## config.mk

```make
export PLATFORM = sky130hd
export DESIGN_NAME = sigma_np
export DESIGN_NICKNAME = d
export VERILOG_FILES = /design/src/rtl/sigma_np_pkg.sv /design/src/rtl/sigma_np_dline.sv /design/src/rtl/sigma_np.sv
export SDC_FILE = /design/constraint.sdc
export NUM_CORES = 1
export LEC_CHECK = 0
export CAP_MARGIN = 15
export CORE_MARGIN = 1
export CORE_UTILIZATION = 56
export DETAILED_ROUTE_END_ITERATION = 10
export PLACE_DENSITY = 0.84
export SETUP_SLACK_MARGIN = 0.15
export SYNTH_ARGS = -nofsm -noshare
export SYNTH_HDL_FRONTEND = slang
export SYNTH_SLANG_ARGS = --single-unit
```

## constraint.sdc

```tcl
create_clock -name clk -period 3.6 [get_ports clk]
set_input_delay 1.08 -clock clk [delete_from_list [all_inputs] [get_ports clk]]
set_output_delay 1.08 -clock clk [all_outputs]
set_load 0.01 [all_outputs]
```

## src/rtl/sigma_np_pkg.sv

```systemverilog
// sigma_np_pkg
//   Shared definitions for the sigma_np window accumulator.
//   - mode_e       : MODE_BLOCK (disjoint N-sample windows) / MODE_SLIDE (running N-sample sum)
//   - acc_w()      : accumulator width for a given sample width and log2 window length
//   - sm2tc()      : sign-magnitude sample to two's-complement integer (-0 maps to 0)
package sigma_np_pkg;

  typedef enum logic {
    MODE_BLOCK = 1'b0,
    MODE_SLIDE = 1'b1
  } mode_e;

  // The sum of N samples of magnitude < 2**(in_w-1) needs log2n extra bits
  // on top of the sample width, so this never overflows.
  function automatic int acc_w(input int in_w, input int log2n);
    return in_w + log2n;
  endfunction

  // MSB of the in_w-bit field is the sign, the remaining bits the magnitude.
  function automatic int sm2tc(input logic [31:0] sm, input int in_w);
    int mag;
    mag = int'(sm & ((32'd1 << (in_w - 1)) - 32'd1));
    return sm[in_w-1] ? -mag : mag;
  endfunction

endpackage

```

## src/rtl/sigma_np_dline.sv

```systemverilog
// sigma_np_dline
//   N-entry circular delay line (N = 2**LOG2N) of W-bit words.
//   On each write strobe the new word replaces the entry at the pointer and the
//   pointer advances; that entry is also the oldest one, so rd_data shows the
//   word about to be overwritten.
// Ports
//   clk      in   system clock
//   res      in   asynchronous active-high reset (pointer only)
//   clr      in   synchronous pointer clear
//   we       in   write strobe (one word per strobe)
//   wr_data  in   W  word to store
//   rd_data  out  W  oldest entry, registered read of the pointer address
module sigma_np_dline #(
  parameter int W     = 12,
  parameter int LOG2N = 4
) (
  input  logic         clk,
  input  logic         res,
  input  logic         clr,
  input  logic         we,
  input  logic [W-1:0] wr_data,
  output logic [W-1:0] rd_data
);

  localparam int N = 1 << LOG2N;

  logic [W-1:0]     mem [0:N-1];
  logic [LOG2N-1:0] ptr_reg;

  // Storage has no reset so it maps onto block RAM. The read is registered
  // from the current pointer every cycle: strobes come from a rising-edge
  // detector and are therefore at least two cycles apart, so in the strobe
  // cycle rd_data already holds the entry at the (unchanged) pointer.
  // After a pointer clear the first reads may be stale, but the caller masks
  // the oldest value until the window has been refilled.
  always_ff @(posedge clk) begin
    if (we) begin
      mem[ptr_reg] <= wr_data;
    end
    rd_data <= mem[ptr_reg];
  end

  // Pointer wraps naturally because N is a power of two.
  always_ff @(posedge clk or posedge res) begin
    if (res) begin
      ptr_reg <= '0;
    end else if (clr) begin
      ptr_reg <= '0;
    end else if (we) begin
      ptr_reg <= ptr_reg + 1'b1;
    end
  end

endmodule

```

## src/rtl/sigma_np.sv

```systemverilog
// sigma_np
//   N-point accumulator for sign-magnitude samples taken on the rising edge of
//   a slow strobe. Block mode emits one sum per disjoint group of N samples;
//   sliding mode emits the running sum of the last N samples once the window
//   has filled.
//   Optional feature macro: SIGMA_NP_MEAN_EN adds mean_out = data_out >>> LOG2N.
// Ports
//   clk       in   system clock
//   res       in   asynchronous active-high reset
//   clr       in   synchronous flush of window state
//   mode      in   0 = block, 1 = sliding
//   data_in   in   IN_W   sign-magnitude sample
//   syn_in    in   sample strobe, rising edge takes a sample
//   data_out  out  ACC_W  two's-complement window sum
//   syn_out   out  one-cycle pulse when data_out is updated
//   win_full  out  sliding mode: N samples held since last flush
//   mean_out  out  IN_W+1 window mean (only with SIGMA_NP_MEAN_EN)
module sigma_np
  import sigma_np_pkg::*;
#(
  parameter  int IN_W  = 8,
  parameter  int LOG2N = 4,
  localparam int ACC_W = acc_w(IN_W, LOG2N)
) (
  input  logic             clk,
  input  logic             res,
  input  logic             clr,
  input  logic             mode,
  input  logic [IN_W-1:0]  data_in,
  input  logic             syn_in,
  output logic [ACC_W-1:0] data_out,
  output logic             syn_out,
  output logic             win_full
`ifdef SIGMA_NP_MEAN_EN
  ,
  output logic [IN_W:0]    mean_out
`endif
);

  localparam int               N         = 1 << LOG2N;
  localparam logic [LOG2N-1:0] CNT_LAST  = LOG2N'(N - 1);
  localparam logic [LOG2N:0]   FILL_FULL = (LOG2N + 1)'(N);

  logic                    syn_d_reg;
  mode_e                   mode_reg;
  logic [LOG2N-1:0]        cnt_reg;
  logic [LOG2N:0]          fill_reg;
  logic signed [ACC_W-1:0] sum_reg;

  logic                    pulse;
  logic                    flush;
  logic                    take;
  logic                    full;
  logic signed [ACC_W-1:0] d;
  logic signed [ACC_W-1:0] oldest;
  logic signed [ACC_W-1:0] sum_add;
  logic signed [ACC_W-1:0] sum_slide;
  logic [LOG2N:0]          fill_next;
  logic                    load_block;
  logic                    load_slide;
  logic                    load_out;
  logic signed [ACC_W-1:0] out_next;

  assign pulse = syn_in & ~syn_d_reg;
  // A mode change flushes exactly like clr; a pulse in a flush cycle is dropped.
  assign flush = clr | (mode != mode_reg);
  assign take  = pulse & ~flush;

  assign d         = ACC_W'(sm2tc(32'(data_in), IN_W));
  assign full      = (fill_reg == FILL_FULL);
  assign sum_add   = sum_reg + d;
  // Until the window is full the delay line may hold stale words; mask them.
  assign sum_slide = sum_add - (full ? oldest : '0);
  assign fill_next = full ? fill_reg : fill_reg + 1'b1;

  assign load_block = take & (mode_reg == MODE_BLOCK) & (cnt_reg == CNT_LAST);
  assign load_slide = take & (mode_reg == MODE_SLIDE) & (fill_next == FILL_FULL);
  assign load_out   = load_block | load_slide;
  assign out_next   = (mode_reg == MODE_BLOCK) ? sum_add : sum_slide;

  sigma_np_dline #(
    .W     (ACC_W),
    .LOG2N (LOG2N)
  ) u_dline (
    .clk     (clk),
    .res     (res),
    .clr     (flush),
    .we      (take & (mode_reg == MODE_SLIDE)),
    .wr_data (d),
    .rd_data (oldest)
  );

  always_ff @(posedge clk or posedge res) begin
    if (res) begin
      syn_d_reg <= 1'b0;
      mode_reg  <= MODE_BLOCK;
      cnt_reg   <= '0;
      fill_reg  <= '0;
      sum_reg   <= '0;
      data_out  <= '0;
      syn_out   <= 1'b0;
      win_full  <= 1'b0;
    end else begin
      syn_d_reg <= syn_in;
      mode_reg  <= mode_e'(mode);
      syn_out   <= load_out;
      if (load_out) begin
        data_out <= out_next;
      end
      if (flush) begin
        cnt_reg  <= '0;
        fill_reg <= '0;
        sum_reg  <= '0;
        win_full <= 1'b0;
      end else if (take) begin
        if (mode_reg == MODE_BLOCK) begin
          if (cnt_reg == CNT_LAST) begin
            cnt_reg <= '0;
            sum_reg <= '0;
          end else begin
            cnt_reg <= cnt_reg + 1'b1;
            sum_reg <= sum_add;
          end
        end else begin
          sum_reg  <= sum_slide;
          fill_reg <= fill_next;
          if (fill_next == FILL_FULL) begin
            win_full <= 1'b1;
          end
        end
      end
    end
  end

`ifdef SIGMA_NP_MEAN_EN
  // Arithmetic shift rounds toward -inf; the result always fits IN_W+1 bits.
  always_ff @(posedge clk or posedge res) begin
    if (res) begin
      mean_out <= '0;
    end else if (load_out) begin
      mean_out <= (IN_W + 1)'(out_next >>> LOG2N);
    end
  end
`else
  // No mean output in this build.
`endif

endmodule

```

==> results.cfg, run 1 <==
[status]
outcome = complete, but fails checks
violations = setup timing

[clock_tree]
worstSkewPairLatency_ns = 0.53
root_buffer = clkbuf_16
clk_pin_slew_ns = 0.07
cts.path.max_buffers = 3
cts_tree = yes
cts.sink_count = 228
htree_num_levels = 1
cts_buffers = 24

[cells_and_area]
nNetsFinal = 868
largest_reg_flops = 176
postLayoutCoreUtil_pct = 75.8
n_antenna_cell = 0
layout-drive-gt1-share_pct = 39.9
synthToLayoutAreaGrowth_pct = 30.8
final_cell_mix = edfxtp_1, buf_4, mux4_2
layout_commonest_cell = edfxtp_1

[floorplan]
initial_core_util_pct = 58.0
dieArea_um2 = 18600
row_count = 48
die_w_um = 137
io_pins = 27
die_h_um = 137
coreArea_um2 = 17500

[sta]
finalHoldViolCount = 0
slew-limit-headroom_pct = 31.4
clock-skew-final_ns = 0.0261
clock.fmax_mhz = 203
slew_viol_final = 0
worst_slew_pin_slew_ns = 1.03
setup_viol = 16
rsz0062_at_grt = yes
fin_ws_ns = -1.33
final.min_clock_period_ns = 4.93
period_share_pct = 137
hold_slack_ns = 0.506

[grt]
antenna_found_initial = 1
grt_pass1_vias = 7248
track_usage_pct = 32.0
grt_max_degree = 42
gr-total-overflow = 0
grt_pass1_wl_um = 42200

[critical_path]
arrival_ns = 5.33
required_ns = 4.00
endpoint_kind = register
crit_path_max_fanout = 4
rr_worst_depth = 15
startpoint_type = input port
path_class = input port to register

[placed_design]
finalWeightedCongestion = 0.937
detailedPlace.worstSlack_ns = -2.25
io_buffers = 26
hpwl_um = 17300

[yosys]
synth.area.top_cells = edfxtp_1, mux4_2, dfrtp_1
synth_enable_flop_cells = 176
yosysUniqueCellTypes = 58
synth_seq_cells = 228
synth.largest_area_cell = edfxtp_1
yosys_warnings = 0
syn_inst = 649
synth_top_flop_cell = edfxtp_1
synth_seq_area_share_pct = 64.4
synth_nets = 695
syn_area_per_cell_um2 = 15.6
syn_area_um2 = 10100
async_flop_share_pct = 18.0
netlist.area_leader.share_pct = 52.1

[detailed_routing]
drt_pre_antenna_iters = 5
drt-initial-drc-count = 758
ant_nets = 0
via_per_inst = 6.51
vias = 6936
drc = 0
wl_um = 29400
wire_per_inst_um = 27.6

[pwr]
power.leakage_uw = 0.00490
pwr_density_cell_nw_per_um2 = 484
vdd_ir_drop_max_mv = 0.544

[worst_hold_path]
hold_depth = 1
hold_class = register to register

[job]
cap_violations = 0
## worst max-delay path, cell delays in order
cell and delay (ns):
buf_8 0.10, or4_4 0.57, o21ai_4 0.19, xnor2_4 0.16, ha_4 0.23, o21a_1 0.12, o21a_1 0.24, a2111oi_4 0.35
nor2_2 0.11, xnor2_2 0.32, ha_4 0.27, buf_4 0.13, nand2_1 0.08, o211ai_1 0.10, or4_4 0.47, a21oi_4 0.18
xnor2_2 0.16, o22ai_2 0.12, a221o_1 0.33
## path summary, 6_finish.rpt
path / from / to / slack (ns)
setup reg to reg: sum_reg[0] / sum_reg[11] / -0.53
min in group asynchronous: res / data_out[2] / 1.00
max in group asynchronous: res / u_dline.ptr_reg[0] / 2.21
hold reg to reg: win_full / win_full / 0.51
hold / removal: win_full / win_full / 0.51
setup / recovery: data_in[1] / sum_reg[11] / -1.33
## metrics by stage
stage                     total power, uW  std cells  cell area [um2]  setup TNS, ns
final                                6410       1065            13300         -10.30
after CTS                            6330       1059            13100          -7.63
after global routing                 6570       1065            13300         -11.87
after floorplan                      3310        649            10400          -9.11
after global placement               3580        993            11800         -25.20
after detailed placement             3620        993            11800         -28.70
## cell families after synthesis
| family | after synthesis | share of synthesized area [%] |
|---|---|---|
| XOR/XNOR | 29 | 2.51 |
| multiplexers | 66 | 13.4 |
| AND/OR/NAND/NOR | 151 | 7.32 |
| adder cells (fa/ha/maj) | 33 | 4.22 |
| AO/OA/AOI/OAI | 99 | 6.52 |
| flip-flops | 228 | 64.4 |
| buffers and inverters | 43 | 1.59 |
## cell type report
type                            count  area [um2]
Sequential cell                   228        6530
Tap cell                          225         282
Inverter                           16        63.8
Clock inverter                     15         204
Timing Repair Buffer              174        1500
Fill cell                         907        4220
Multi-Input combinational cell    378        4040
Clock buffer                       29         639
## power by group
group / internal [uW] / switching, uW
Combinational: 435 / 472
Clock: 1570 / 1050
Sequential: 2870 / 16.1
## cell usage after synthesis (3+ instances only)
| library cell | n |
|---|---|
| mux2_1 | 3 |
| and3_1 | 8 |
| mux2_2 | 5 |
| nand3_1 | 11 |
| and4_1 | 3 |
| clkbuf_1 | 26 |
| ha_1 | 31 |
| or3_1 | 4 |
| a221o_1 | 4 |
| inv_1 | 14 |
| o31ai_1 | 7 |
| edfxtp_1 | 176 |
| o21ai_0 | 5 |
| dfxtp_1 | 11 |
| nand2b_1 | 5 |
| a22o_1 | 5 |
| nor2_1 | 37 |
| nand2_1 | 48 |
| a21oi_1 | 28 |
| o211ai_1 | 3 |
| dfrtp_1 | 41 |
| nor3_1 | 5 |
| a211oi_1 | 6 |
| mux2i_1 | 3 |
| or2_1 | 3 |
| nand4_1 | 4 |
| xnor2_1 | 19 |
| and2_1 | 5 |
| mux4_2 | 55 |
| nor3b_1 | 4 |
| xor2_1 | 10 |
| a21o_1 | 7 |
| nor2b_1 | 6 |
| o21ai_1 | 14 |
| o21a_1 | 3 |
## repair_timing
action | CTS | global route
gates resized for setup | 79 | 19
gates cloned | 0 | 0
hold endpoints to repair | 0 | 0
setup buffers | 22 | 6
setup endpoints to repair | 22 | 18
hold buffers | 0 | 0
pin swaps | 41 | 15
## per-layer routing
layer,share of wire [%],global-route usage [%],vias up
met5,0.061,0,-
met4,5.8,15.6,2
met3,8.2,5.00,141
met2,50,54.0,467
met1,36,40.6,3453
li1,-,-,2873
Power figures use the tool's default switching activity.
==> run 2: changes to the inputs <==
- PLACE_DENSITY: 0.84 -> 0.81
==> run 2 against run 1 <==
Final cell count is 0.94% higher. Highest routed layer is now met4. Die area did not move. Via count rose by 0.99%. Core utilization increased by 0.57 points. Sequential share of layout area down 0.37 points. Global-route usage down 1.4 points. Sequential power hardly changed. Setup slack improved by 0.012 ns. The flow still finishes with violations (setup timing). Power fell by 1.1%. Non-clock buffer count rose by 11.
==> results.cfg, run 2 (synthesized netlist as in run 1, its figures left out) <==
[status]
outcome = complete, but fails checks
violations = setup timing

[critical_path]
startpoint_type = input port
cpPeakStageDelay_ns = 0.57
slowest_stage = or4_4
crit_path_max_fanout = 5
path_class = input port to register
cp_top_family = simple AND/OR/NAND/NOR gates
path_cells = buf_6 -> or4_4 -> buf_4 -> o41a_1 -> ha_1 -> or2_4 -> a21oi_4 -> nor2_2 -> xnor2_2 -> ha_4 -> buf_12 -> nand3_1 -> o211ai_1 -> or4_1 -> a21oi_2 -> xnor2_2 -> buf_4 -> and4bb_1 -> o31ai_1
endpoint_kind = register
required_ns = 4.03
cp.buffers_inverters = 4
arrival_ns = 5.36

[detailed_routing]
via_per_inst = 6.52
ant_nets = 0
drc = 0
drt-initial-drc-count = 691
vias = 7005
drt_pre_antenna_iters = 4
wl_um = 28700
wire_per_inst_um = 26.7

[pwr]
pwr_density_cell_nw_per_um2 = 475
vdd_ir_drop_max_mv = 0.506
power.share.combinational_pct = 14.8
clkPwrFrac_pct = 39.7
switchingPower_uw = 1520
switching_share_pct = 24.0
pwr-share-seq_pct = 45.5
finalPower_uw = 6340
p_int_uw = 4820
power.leakage_uw = 0.00493

[cells_and_area]
largest_reg_flops = 176
nNetsFinal = 879
n_antenna_cell = 0
layout-drive-gt1-share_pct = 40.2
final_cell_mix = edfxtp_1, buf_4, mux4_2
register_area_um2 = 6530
layout_commonest_cell = edfxtp_1
n_fill_cell = 835
multi_input_area_um2 = 4080
synthToLayoutAreaGrowth_pct = 31.8

[clock_tree]
root_buffer = clkbuf_16
htree_num_levels = 1
cts.path.max_buffers = 3
clk_pin_slew_ns = 0.06
hold_buffers = 0
cts_tree = yes
cts_buffers = 24
worstSkewPairLatency_ns = 0.54
cts.sink_count = 228

[floorplan]
die_h_um = 137
initial_core_util_pct = 58.0
io_pins = 27
die_w_um = 137
dieArea_um2 = 18600
row_count = 48
coreArea_um2 = 17500

[sta]
clock-skew-final_ns = 0.0171
slew-limit-headroom_pct = 28.1
rsz0062_at_grt = yes
worst_slew_pin_slew_ns = 1.08
clock.fmax_mhz = 203
fin_ws_ns = -1.32
finalHoldViolCount = 0
setup_viol = 16
slew_viol_final = 0
final.min_clock_period_ns = 4.92
period_share_pct = 137

[grt]
grt_pass1_vias = 7005
gr-total-overflow = 0
grt_max_degree = 50
track_usage_pct = 30.6
antenna_found_initial = 0
grt_pass1_wl_um = 40700

[placed_design]
io_buffers = 26
hpwl_um = 17300
detailedPlace.worstSlack_ns = -2.39
finalWeightedCongestion = 0.935

[job]
cap_violations = 0

[worst_hold_path]
hold_class = register to register
run 2: final timing paths:
path,from,end,slack [ns],cells past startpoint
max in group asynchronous,res,u_dline.ptr_reg[0],2.11,3
max reg2reg,sum_reg[0],data_out[11],-0.41,16
min,data_out[1],data_out[1],0.48,2
min in group asynchronous,res,sum_reg[2],0.92,2
max,data_in[3],data_out[11],-1.32,19
min reg2reg,data_out[1],data_out[1],0.48,2
run 2: repair_timing:
item,in CTS,in global routing
setup buffers,19,8
pin swaps,41,28
resized for setup,70,38
endpoints found under the setup margin,22,18
run 2: worst register-to-register path, stage by stage (launching register included):
cell	delay [ns]
dfrtp_1	0.40
ha_1	0.32
fa_2	0.45
a21oi_4	0.20
o21ai_1	0.11
a21oi_2	0.20
a21o_1	0.19
xnor2_2	0.17
ha_4	0.25
nand4_1	0.19
a2111oi_4	0.06
or4_1	0.55
a21oi_2	0.22
xnor2_2	0.10
buf_4	0.14
and4bb_1	0.18
o31ai_1	0.18
run 2: layer usage:
layer  GRT usage, %  vias to the layer above  wire length [um]
met1           37.8                     3525             10500
met2           51.5                      440             14200
li1               -                     2897                 -
met4           15.5                        0              1890
met5              0                        -                 0
met3           6.04                      143              2150
run 2: per-stage QoR:
step                      hold slack (ns)  area (um2)  cells  setup TNS [ns]  utilization (%)
after floorplan                     0.456       10400    649           -9.11                -
after global placement              0.453       11900   1005          -27.22             67.9
after detailed placement            0.474       11900   1005          -29.85             67.9
after CTS                           0.491       13100   1067           -9.31             74.9
after global routing                0.508       13400   1075          -12.02             76.4
final                               0.481       13400   1075          -10.54             76.4
run 2: layout make-up:
type	instances	share of cell area (%)
sequential	228	48.9
multi-input combinational	378	30.6
timing repair buffer	185	11.9
clock buffer	30	4.74
tap	225	2.11
clock inverter	13	1.27
inverter	16	0.478
run 2: power by group through the flow:
stage	clock [uW]	sequential, uW	combinational, uW
finish	2520	2890	938
global route	2620	2890	989
CTS	2520	2890	819
detailed placement	0	2940	689
global placement	0	2940	658
floorplan	0	2940	375
==> run 3: changes to the inputs <==
- CORE_UTILIZATION: 56 -> 58
- HOLD_SLACK_MARGIN: not set -> 0.02
- REMOVE_ABC_BUFFERS: not set -> 1
- clock period: 3.6 -> 5.25 ns (I/O delays scaled with it)
==> run 3 against run 2 <==
The flow still finishes with violations (setup timing). Largest power group unchanged. Critical endpoint is now sum_reg[11]. Largest cell class unchanged. Via count fell by 6.5%. Count of clock-buffer cells in the layout increased by 5. Core utilization decreased by 2.4 points. Combinational power fell by 49%.
==> results.cfg, run 3 (synthesized netlist as in run 1, its figures left out) <==
[grt]
antenna_found_initial = 0
grt_pass1_vias = 6701
track_usage_pct = 28.6
grt_max_degree = 50
gr-total-overflow = 0
grt_pass1_wl_um = 37800

[sta]
clock.fmax_mhz = 186
fin_ws_ns = -0.122
setup_viol = 2
period_share_pct = 102
rsz0062_at_grt = yes
clock-skew-final_ns = 0.0113
worst_slew_pin_slew_ns = 1.12
slew-limit-headroom_pct = 25.4
slew_viol_final = 0
finalHoldViolCount = 0
final.min_clock_period_ns = 5.37

[clock_tree]
clk_pin_slew_ns = 0.06
root_buffer = clkbuf_16
cts.sink_count = 228
cts.path.max_buffers = 3
worstSkewPairLatency_ns = 0.53
cts_buffers = 24
cts_tree = yes
htree_num_levels = 1
hold_buffers = 0

[floorplan]
io_pins = 27
die_h_um = 134
die_w_um = 134
initial_core_util_pct = 60.3
row_count = 47
dieArea_um2 = 18000
coreArea_um2 = 16800

[pwr]
finalPower_uw = 4180
power.leakage_uw = 0.00456
pwr_density_cell_nw_per_um2 = 335
vdd_ir_drop_max_mv = 0.308

[worst_hold_path]
hold_class = register to register
hold_depth = 2
min_to = data_out[1]
hp-start = data_out[1]

[cells_and_area]
layout_commonest_cell = edfxtp_1
register_area_um2 = 6530
stdcell_count = 1026
multi_input_area_um2 = 3630
n_fill_cell = 990
postLayoutCoreUtil_pct = 74.0
n_antenna_cell = 0
layout-drive-gt1-share_pct = 30.6
final_cell_mix = edfxtp_1, buf_4, mux4_2
synthToLayoutAreaGrowth_pct = 22.9
nNetsFinal = 834
largest_reg_flops = 176

[critical_path]
slowest_stage = or4_4
rr_endpoint = sum_reg[11]
arrival_ns = 5.79
path_cells = buf_8 -> or4_4 -> o41a_4 -> ha_1 -> or2_2 -> a21oi_4 -> nor2_4 -> xnor2_2 -> ha_4 -> nand4_1 -> a2111oi_2 -> or4_4 -> a21oi_4 -> xnor2_2 -> o22ai_1 -> a221o_1
cpPeakStageDelay_ns = 0.58
startpoint_type = input port
crit_path_max_fanout = 6
rr_worst_depth = 15
r2r_start = sum_reg[1]
required_ns = 5.67
r2r_setup_slack_ns = 1.24
endpoint_kind = register
path_class = input port to register

[placed_design]
io_buffers = 26
hpwl_um = 15500
dp_cells = 969
finalWeightedCongestion = 0.926

[detailed_routing]
via_per_inst = 6.38
wl_met2_um = 12200
ant_nets = 0
highest_layer = met4
drt_pre_antenna_iters = 5
vias = 6549
wl_um = 24700
wire_per_inst_um = 24.0
drc = 0
dr_wl_met3_um = 1890
drt-initial-drc-count = 751
wl_met1_um = 9320

[status]
violations = setup timing
outcome = complete, but fails checks

[job]
cap_violations = 0
## run 3: how the worst max path moves through the flow
| stage | start | to | cells past startpoint |
|---|---|---|---|
| after floorplan | data_in[1] | sum_reg[11] | 16 |
| after global placement | data_in[1] | sum_reg[11] | 20 |
| after detailed placement | data_in[1] | sum_reg[11] | 20 |
| after CTS | data_in[2] | sum_reg[11] | 19 |
| after global routing | data_in[0] | sum_reg[11] | 19 |
| final | data_in[0] | sum_reg[11] | 16 |
## run 3: worst max-delay path, delay by kind of cell
kind / cells / cell delay, ns
AOI/OAI and AO/OA: 6 / 1.45
xor gates and xnor gates: 2 / 0.39
adders and majority gates: 2 / 0.58
buffers and inverters: 1 / 0.10
and+or+nand+nor: 5 / 1.69
## run 3: power breakdown
group	switching, uW	internal [uW]
clock network	710	1000
registers	11.9	1970
logic	248	234
## run 3: metal layers
metal  vias to the layer above  global-route usage (%)
met1                      3271                    37.6
met3                        94                    3.63
met5                         -                       0
met2                       374                    48.0
li1                       2810                       -
met4                         0                    13.0
## run 3: area by class of cell
type	instances	share of cell area (%)
clock buffer	35	5.40
clock inverter	9	1.10
inverter	16	0.482
multi-input combinational	378	29.2
sequential	228	52.5
tap	220	2.21
timing repair buffer	140	9.18
## run 3: repair_timing
item	4_1_cts	5_1_grt
resized for setup	40	15
setup buffers	6	6
pin swaps	17	19
setup endpoints to repair	10	6
endpoints found under the hold margin	0	0
## run 3: per-stage QoR
step / TNS [ns] / setup slack, ns / hold slack (ns) / cell area (um2)
after floorplan: -1.78 / -0.825 / 0.456 / 10000
after global placement: -5.95 / -1.10 / 0.449 / 11300
after detailed placement: -8.30 / -1.31 / 0.467 / 11400
after CTS: -0.233 / -0.136 / 0.480 / 12300
after global routing: -0.454 / -0.229 / 0.500 / 12500
final: -0.228 / -0.122 / 0.477 / 12500
